--- config.mk ---
export PLATFORM = sky130hd
export DESIGN_NAME = system_mem_bridge_flat
export DESIGN_NICKNAME = d
export VERILOG_FILES = /design/src/rtl/system_mem_bridge_if.sv /design/src/rtl/system_mem_bridge.sv /design/src/flat_wrapper.sv
export SDC_FILE = /design/constraint.sdc
export NUM_CORES = 1
export LEC_CHECK = 0
export CAP_MARGIN = 20
export CORE_MARGIN = 1.5
export CORE_UTILIZATION = 51
export CTS_CLUSTER_DIAMETER = 100
export DETAILED_ROUTE_END_ITERATION = 12
export PLACE_DENSITY = 0.81
export SKIP_LAST_GASP = 1
export SLEW_MARGIN = 10
export SYNTH_ARGS = -nofsm -noshare
export SYNTH_HDL_FRONTEND = slang
export SYNTH_SLANG_ARGS = --single-unit
--- constraint.sdc ---
create_clock -name clk -period 3.78 [get_ports clk]
set_input_delay 0.567 -clock clk [delete_from_list [all_inputs] [get_ports clk]]
set_output_delay 0.567 -clock clk [all_outputs]
set_load 0.01 [all_outputs]
--- src/rtl/system_mem_bridge_if.sv ---
// Chip-side request/response and single-port memory bus for system_mem_bridge.
// The bridge connects through the slave modport; the chip/memory side uses master.
interface system_mem_bridge_if #(
  parameter int unsigned WIDTH      = 32,
  parameter int unsigned ADDR_WIDTH = 20
);
  logic                  rd_req;
  logic [ADDR_WIDTH-1:0] rd_addr;
  logic                  rd_gnt;
  logic [WIDTH-1:0]      rd_data;
  logic                  rd_valid;
  logic                  wr_req;
  logic [ADDR_WIDTH-1:0] wr_addr;
  logic [WIDTH-1:0]      wr_data;
  logic                  wr_gnt;
  logic                  flush;
  logic                  busy;
  logic                  mem_en;
  logic                  mem_we;
  logic [ADDR_WIDTH-1:0] mem_addr;
  logic [WIDTH-1:0]      mem_din;
  logic [WIDTH-1:0]      mem_qout;

  modport slave (
    input  rd_req, rd_addr, wr_req, wr_addr, wr_data, flush, mem_qout,
    output rd_gnt, rd_data, rd_valid, wr_gnt, busy, mem_en, mem_we, mem_addr, mem_din
  );

  modport master (
    output rd_req, rd_addr, wr_req, wr_addr, wr_data, flush, mem_qout,
    input  rd_gnt, rd_data, rd_valid, wr_gnt, busy, mem_en, mem_we, mem_addr, mem_din
  );
endinterface

--- src/rtl/system_mem_bridge.sv ---
// Read/posted-write bridge onto a single-port memory with read-after-write hazard draining.
// Bandwidth counters are built only when SYSTEM_MEM_BRIDGE_BW_CNT_EN is defined.
module system_mem_bridge #(
  parameter int unsigned WIDTH         = 32,
  parameter int unsigned ADDR_WIDTH    = 20,
  parameter int unsigned WR_FIFO_DEPTH = 4,
  parameter int unsigned CNT_WIDTH     = 32
) (
  input  logic                 clk,
  input  logic                 arst_in,
  system_mem_bridge_if.slave   bus,
  input  logic                 cnt_clr,
  output logic [CNT_WIDTH-1:0] bw_rd_cnt,
  output logic [CNT_WIDTH-1:0] bw_wr_cnt
);
  localparam int unsigned PtrW = $clog2(WR_FIFO_DEPTH);

  logic [ADDR_WIDTH-1:0] addr_mem [WR_FIFO_DEPTH];
  logic [WIDTH-1:0]      data_mem [WR_FIFO_DEPTH];
  logic [PtrW-1:0]       wr_ptr_q, rd_ptr_q;
  logic [PtrW:0]         count_q;
  logic                  rd_valid_q;
  logic [WIDTH-1:0]      rd_data_q;

  logic            full, empty, hazard, drain_force, push, pop, rd_issue;
  logic [PtrW-1:0] off;

  always_comb begin
    full   = (count_q == (PtrW+1)'(WR_FIFO_DEPTH));
    empty  = (count_q == '0);
    hazard = 1'b0;
    off    = '0;
    // An entry is live when its distance from the head is below the occupancy.
    for (int i = 0; i < int'(WR_FIFO_DEPTH); i++) begin
      off = PtrW'(i) - rd_ptr_q;
      if (({1'b0, off} < count_q) && (addr_mem[i] == bus.rd_addr)) hazard = 1'b1;
    end
    hazard      = hazard & bus.rd_req;
    drain_force = full | bus.flush | hazard;
    push        = bus.wr_req & ~full;
    pop         = ~empty & (drain_force | ~bus.rd_req);
    // No memory read is launched while reset is held.
    rd_issue    = bus.rd_req & ~drain_force & ~arst_in;
  end

  assign bus.wr_gnt   = push;
  assign bus.rd_gnt   = bus.rd_req & ~drain_force;
  assign bus.mem_en   = rd_issue | pop;
  assign bus.mem_we   = pop;
  assign bus.mem_addr = pop ? addr_mem[rd_ptr_q] : (rd_issue ? bus.rd_addr : '0);
  assign bus.mem_din  = pop ? data_mem[rd_ptr_q] : '0;
  assign bus.rd_valid = rd_valid_q;
  assign bus.rd_data  = rd_valid_q ? bus.mem_qout : rd_data_q;
  assign bus.busy     = ~empty | rd_valid_q;

  always_ff @(posedge clk) begin
    if (push) begin
      addr_mem[wr_ptr_q] <= bus.wr_addr;
      data_mem[wr_ptr_q] <= bus.wr_data;
    end
  end

  always_ff @(posedge clk or posedge arst_in) begin
    if (arst_in) begin
      wr_ptr_q   <= '0;
      rd_ptr_q   <= '0;
      count_q    <= '0;
      rd_valid_q <= 1'b0;
      rd_data_q  <= '0;
    end else begin
      if (push) wr_ptr_q <= wr_ptr_q + 1'b1;
      if (pop)  rd_ptr_q <= rd_ptr_q + 1'b1;
      case ({push, pop})
        2'b10:   count_q <= count_q + 1'b1;
        2'b01:   count_q <= count_q - 1'b1;
        default: count_q <= count_q;
      endcase
      rd_valid_q <= rd_issue;
      if (rd_valid_q) rd_data_q <= bus.mem_qout;
    end
  end

`ifdef SYSTEM_MEM_BRIDGE_BW_CNT_EN
  logic [CNT_WIDTH-1:0] rd_cnt_q, wr_cnt_q;

  always_ff @(posedge clk or posedge arst_in) begin
    if (arst_in) begin
      rd_cnt_q <= '0;
      wr_cnt_q <= '0;
    end else if (cnt_clr) begin
      rd_cnt_q <= '0;
      wr_cnt_q <= '0;
    end else begin
      if (rd_issue && !(&rd_cnt_q)) rd_cnt_q <= rd_cnt_q + 1'b1;
      if (pop && !(&wr_cnt_q))      wr_cnt_q <= wr_cnt_q + 1'b1;
    end
  end

  assign bw_rd_cnt = rd_cnt_q;
  assign bw_wr_cnt = wr_cnt_q;
`else
  logic unused_cnt_clr;
  assign unused_cnt_clr = cnt_clr;
  assign bw_rd_cnt      = '0;
  assign bw_wr_cnt      = '0;
`endif
endmodule

--- src/flat_wrapper.sv ---
// flat-port wrapper written by rule: the top's interface ports become plain ports
module system_mem_bridge_flat 
#(
  parameter int unsigned WIDTH         = 32,
  parameter int unsigned ADDR_WIDTH    = 20,
  parameter int unsigned WR_FIFO_DEPTH = 4,
  parameter int unsigned CNT_WIDTH     = 32
)
  (clk, arst_in, cnt_clr, bw_rd_cnt, bw_wr_cnt, bus_rd_req, bus_rd_addr, bus_wr_req, bus_wr_addr, bus_wr_data, bus_flush, bus_mem_qout, bus_rd_gnt, bus_rd_data, bus_rd_valid, bus_wr_gnt, bus_busy, bus_mem_en, bus_mem_we, bus_mem_addr, bus_mem_din);
  system_mem_bridge_if #(.WIDTH(WIDTH), .ADDR_WIDTH(ADDR_WIDTH)) bus_i ();
  input  logic clk;
  input  logic arst_in;
  input  logic cnt_clr;
  output logic [CNT_WIDTH-1:0] bw_rd_cnt;
  output logic [CNT_WIDTH-1:0] bw_wr_cnt;
  input wire logic [$bits(bus_i.rd_req)-1:0] bus_rd_req;
  input wire logic [$bits(bus_i.rd_addr)-1:0] bus_rd_addr;
  input wire logic [$bits(bus_i.wr_req)-1:0] bus_wr_req;
  input wire logic [$bits(bus_i.wr_addr)-1:0] bus_wr_addr;
  input wire logic [$bits(bus_i.wr_data)-1:0] bus_wr_data;
  input wire logic [$bits(bus_i.flush)-1:0] bus_flush;
  input wire logic [$bits(bus_i.mem_qout)-1:0] bus_mem_qout;
  output wire logic [$bits(bus_i.rd_gnt)-1:0] bus_rd_gnt;
  output wire logic [$bits(bus_i.rd_data)-1:0] bus_rd_data;
  output wire logic [$bits(bus_i.rd_valid)-1:0] bus_rd_valid;
  output wire logic [$bits(bus_i.wr_gnt)-1:0] bus_wr_gnt;
  output wire logic [$bits(bus_i.busy)-1:0] bus_busy;
  output wire logic [$bits(bus_i.mem_en)-1:0] bus_mem_en;
  output wire logic [$bits(bus_i.mem_we)-1:0] bus_mem_we;
  output wire logic [$bits(bus_i.mem_addr)-1:0] bus_mem_addr;
  output wire logic [$bits(bus_i.mem_din)-1:0] bus_mem_din;
  assign bus_i.rd_req = bus_rd_req;
  assign bus_i.rd_addr = bus_rd_addr;
  assign bus_i.wr_req = bus_wr_req;
  assign bus_i.wr_addr = bus_wr_addr;
  assign bus_i.wr_data = bus_wr_data;
  assign bus_i.flush = bus_flush;
  assign bus_i.mem_qout = bus_mem_qout;
  assign bus_rd_gnt = bus_i.rd_gnt;
  assign bus_rd_data = bus_i.rd_data;
  assign bus_rd_valid = bus_i.rd_valid;
  assign bus_wr_gnt = bus_i.wr_gnt;
  assign bus_busy = bus_i.busy;
  assign bus_mem_en = bus_i.mem_en;
  assign bus_mem_we = bus_i.mem_we;
  assign bus_mem_addr = bus_i.mem_addr;
  assign bus_mem_din = bus_i.mem_din;
  system_mem_bridge #(.WIDTH(WIDTH), .ADDR_WIDTH(ADDR_WIDTH), .WR_FIFO_DEPTH(WR_FIFO_DEPTH), .CNT_WIDTH(CNT_WIDTH)) u_core (.clk(clk), .arst_in(arst_in), .bus(bus_i), .cnt_clr(cnt_clr), .bw_rd_cnt(bw_rd_cnt), .bw_wr_cnt(bw_wr_cnt));
endmodule
==> flow_summary.json, run 1 <==
{
  "status": "finished, violations left",
  "violations": "setup timing",
  "synth-async-reset-ratio_pct": 16.1,
  "design_area_mm2": 0.0146,
  "gr-usage-all-layers_pct": 22.4,
  "p_total_mw": 10.3,
  "whs_path_depth": 1,
  "n_fill_cell": 1530,
  "place_congestion": 0.818,
  "start_util_pct": 52.1,
  "required_ns": 3.21,
  "peakVddDrop_uv": 477,
  "worstRegToRegCells": 16,
  "fmax_ghz": 0.257,
  "cts_tree": "built",
  "ys.flop_type": "edfxtp_1",
  "antenna_found_initial": 1,
  "final.min_clock_period_ns": 3.90,
  "p_leak_nw": 5.59,
  "finClkSkew_ns": 0.0132,
  "endpoint_kind": "output port",
  "grt_setup_unrepaired": "yes",
  "yosysMostFrequentCell": "edfxtp_1",
  "drc": 0,
  "layout-drive-gt1-share_pct": 23.5,
  "crit_slowest_cell": "clkdlybuf4s50_1",
  "dpl.cell_count": 1181,
  "cts_buffers": 26,
  "cp_slowest_stage_delay_ns": 0.54,
  "synthTopCellsByCount": "edfxtp_1 (208), xor2_1 (74), buf_4 (66), mux4_2 (52), nand2_1 (43)",
  "dieArea_mm2": 0.0233,
  "grt_pass1_vias": 6878,
  "coreArea_mm2": 0.0219,
  "relSlewSlack_pct": 40.1,
  "min_period_over_period_pct": 103,
  "wl_per_cell_um": 20.7,
  "grt_pass1_wl_um": 39800,
  "ys_warn_count": 0,
  "synth_cell_types": 37,
  "clock-root-buffer": "clkbuf_16",
  "crit_chain": "clkdlybuf4s50_1 -> xor2_1 -> nor4_1 -> buf_4 -> nand4_1 -> o22ai_2 -> buf_4 -> nor3_4 -> buf_4 -> mux2i_2 -> buf_4 -> clkdlybuf4s50_1",
  "routed_wirelength_um": 25800,
  "final_antenna_net_count": 0,
  "post_synth.cell_area_avg_um2": 16.3,
  "viasPerCell": 5.22,
  "path_clk_slew_ns": 0.05,
  "syn_inst": 698,
  "yosys.area.top_type_share_pct": 54.8,
  "final_util_pct": 66.8,
  "pre_cts_ws_ns": -0.313,
  "clock_path_buffers": 3,
  "dp_hpwl_um": 17500,
  "dpl_cell_area_mm2": 0.0137,
  "synthToLayoutAreaGrowth_pct": 28.2,
  "hp-class": "flip-flop to flip-flop",
  "synthTopCellsByArea": "edfxtp_1 (55%), mux4_2 (10%), dfrtp_1 (8.8%), xor2_1 (5.7%), buf_4 (4.3%)",
  "cap_violations": 0,
  "vias": 6498,
  "grt_overflow": 0,
  "synth_seq_area_share_pct": 63.5,
  "stdcell_count": 1244,
  "insertion_delay_ns": 0.52,
  "yosys.area.top_type": "edfxtp_1",
  "grt_max_degree": 42,
  "final_max_slew_viol_count": 0,
  "final_nets": 1065,
  "std_cell_rows": 54,
  "layout_setup_ws_ns": -0.119,
  "die-height_um": 153,
  "critPathMaxFanout": 4,
  "crit_top_cell": "buf_4",
  "detail_route.iter0.violations": 349,
  "diodes": 0,
  "tightest_slew_ns": 0.899,
  "die_w_um": 153,
  "io_pins": 264,
  "p_per_area_mw_per_mm2": 705,
  "synth.cell_area_mm2": 0.0114,
  "path_class": "input port to output port",
  "htreeDepth": 1,
  "first_pass_iters": 4,
  "portBuffers": 198,
  "arrival_ns": 3.33,
  "cts_sinks": 248,
  "hold_viol_final": 0,
  "startpoint_type": "input port",
  "synth_edf_count": 208,
  "finalSetupViolations": 1,
  "ys_seq_elements": 248
}
## registers in the layout, summed over array words and instances, names as in the netlist
name / count
u_core.wr_ptr_q: 2
u_core.rd_data_q: 32
u_core.data_mem: 128
u_core.rd_ptr_q: 2
u_core.addr_mem: 80
u_core.bus.rd_valid: 1
u_core.count_q: 3
## worst paths after layout
path | from | endpoint | slack [ns]
max in group asynchronous | arst_in | u_core.rd_data_q[15]$_DFF_PP0_ | 2.39
worst max-delay path | bus_rd_addr[15] | bus_mem_addr[0] | -0.12
min in group asynchronous | arst_in | u_core.rd_ptr_q[0]$_DFFE_PP0P_ | 0.96
worst min-delay path | u_core.rd_data_q[14]$_DFF_PP0_ | u_core.rd_data_q[14]$_DFF_PP0_ | 0.49
worst min register to register | u_core.rd_data_q[14]$_DFF_PP0_ | u_core.rd_data_q[14]$_DFF_PP0_ | 0.49
worst max register to register | u_core.rd_ptr_q[0]$_DFFE_PP0P_ | u_core.count_q[2]$_DFFE_PP0P_ | 0.72
## area by class of cell
class | instances | area [um2] | area share [%]
Sequential cell | 248 | 7250 | 49.6
Multi-Input combinational cell | 392 | 3680 | 25.2
Timing Repair Buffer | 266 | 2490 | 17.1
Clock buffer | 40 | 733 | 5.02
Tap cell | 280 | 350 | 2.40
Clock inverter | 7 | 67.6 | 0.462
Inverter | 11 | 41.3 | 0.282
## worst max-delay path, delay by kind of cell
| kind | cells | cell delay [ns] |
|---|---|---|
| AO/OA/AOI/OAI | 1 | 0.21 |
| XOR/XNOR | 1 | 0.23 |
| buffers and inverters | 6 | 1.69 |
| multiplexers | 1 | 0.21 |
| AND/OR/NAND/NOR | 3 | 0.44 |
## per-stage QoR
stage | TNS, ns | hold WS [ns]
after floorplan | 0 | 0.513
after global placement | -7.43 | 0.478
after detailed placement | -9.19 | 0.486
after CTS | -0.708 | 0.498
after global routing | -0.361 | 0.510
final | -0.119 | 0.494
## routing by layer
| layer | global-route usage, % | vias to the layer above | share of wire, % |
|---|---|---|---|
| li1 | - | 2951 | - |
| met1 | 27.8 | 3224 | 38 |
| met2 | 39.2 | 277 | 52 |
| met3 | 6.06 | 44 | 8.2 |
| met4 | 5.36 | 2 | 2.0 |
| met5 | 0 | - | 0.050 |
## logic make-up (layout without fill, tap and decap cells)
logic type | Yosys count | count (layout) | synth area share, %
and+or+nand+nor | 112 | 112 | 5.42
xor gates and xnor gates | 87 | 87 | 6.75
muxes | 106 | 106 | 15.4
AOI/OAI and AO/OA | 13 | 13 | 1.03
other | 1 | 64 | 0.0329
DFF | 248 | 248 | 63.5
adders and majority gates | 10 | 10 | 1.16
buffers and inverters | 121 | 324 | 6.71
## what timing repair did
| action | CTS | global route |
|---|---|---|
| endpoints found under the setup margin | 55 | 31 |
| pin swaps | 9 | 3 |
| cloned | 1 | 0 |
| hold buffers | 0 | 0 |
| setup buffers | 10 | 5 |
| gates resized for setup | 59 | 51 |
## power breakdown
part	total (mW)	leakage (nW)	switching (mW)	internal, mW
Clock	2.38	0.389	0.983	1.40
Sequential	3.89	2.38	0.244	3.64
Combinational	4.04	2.83	2.01	2.03
## layout by cell type (no fill, tap or decap), drive strengths merged, types with 5 or more instances in the layout
master           n
dfrtp           40
dlygate4sd2     32
mux4            52
clkinv           6
mux2            32
clkdlybuf4s50  138
xor2            74
conb            64
inv             11
xnor2           13
ha               9
nor4            19
buf             68
dlymetal6s2s    10
nand2           43
mux2i           22
clkbuf          58
edfxtp         208
nand4            5
nor2b           32
(Power assumes the default switching activity.)
==> run 2: changes to the inputs <==
--- a/config.mk
+++ b/config.mk
@@ -8,7 +8,6 @@
 export CAP_MARGIN = 20
 export CORE_MARGIN = 1.5
 export CORE_UTILIZATION = 51
-export CTS_CLUSTER_DIAMETER = 100
 export DETAILED_ROUTE_END_ITERATION = 12
 export PLACE_DENSITY = 0.81
 export SKIP_LAST_GASP = 1
==> results of run 2 <==
No change in the layout: final DEF, timing and power equal those of run 1.
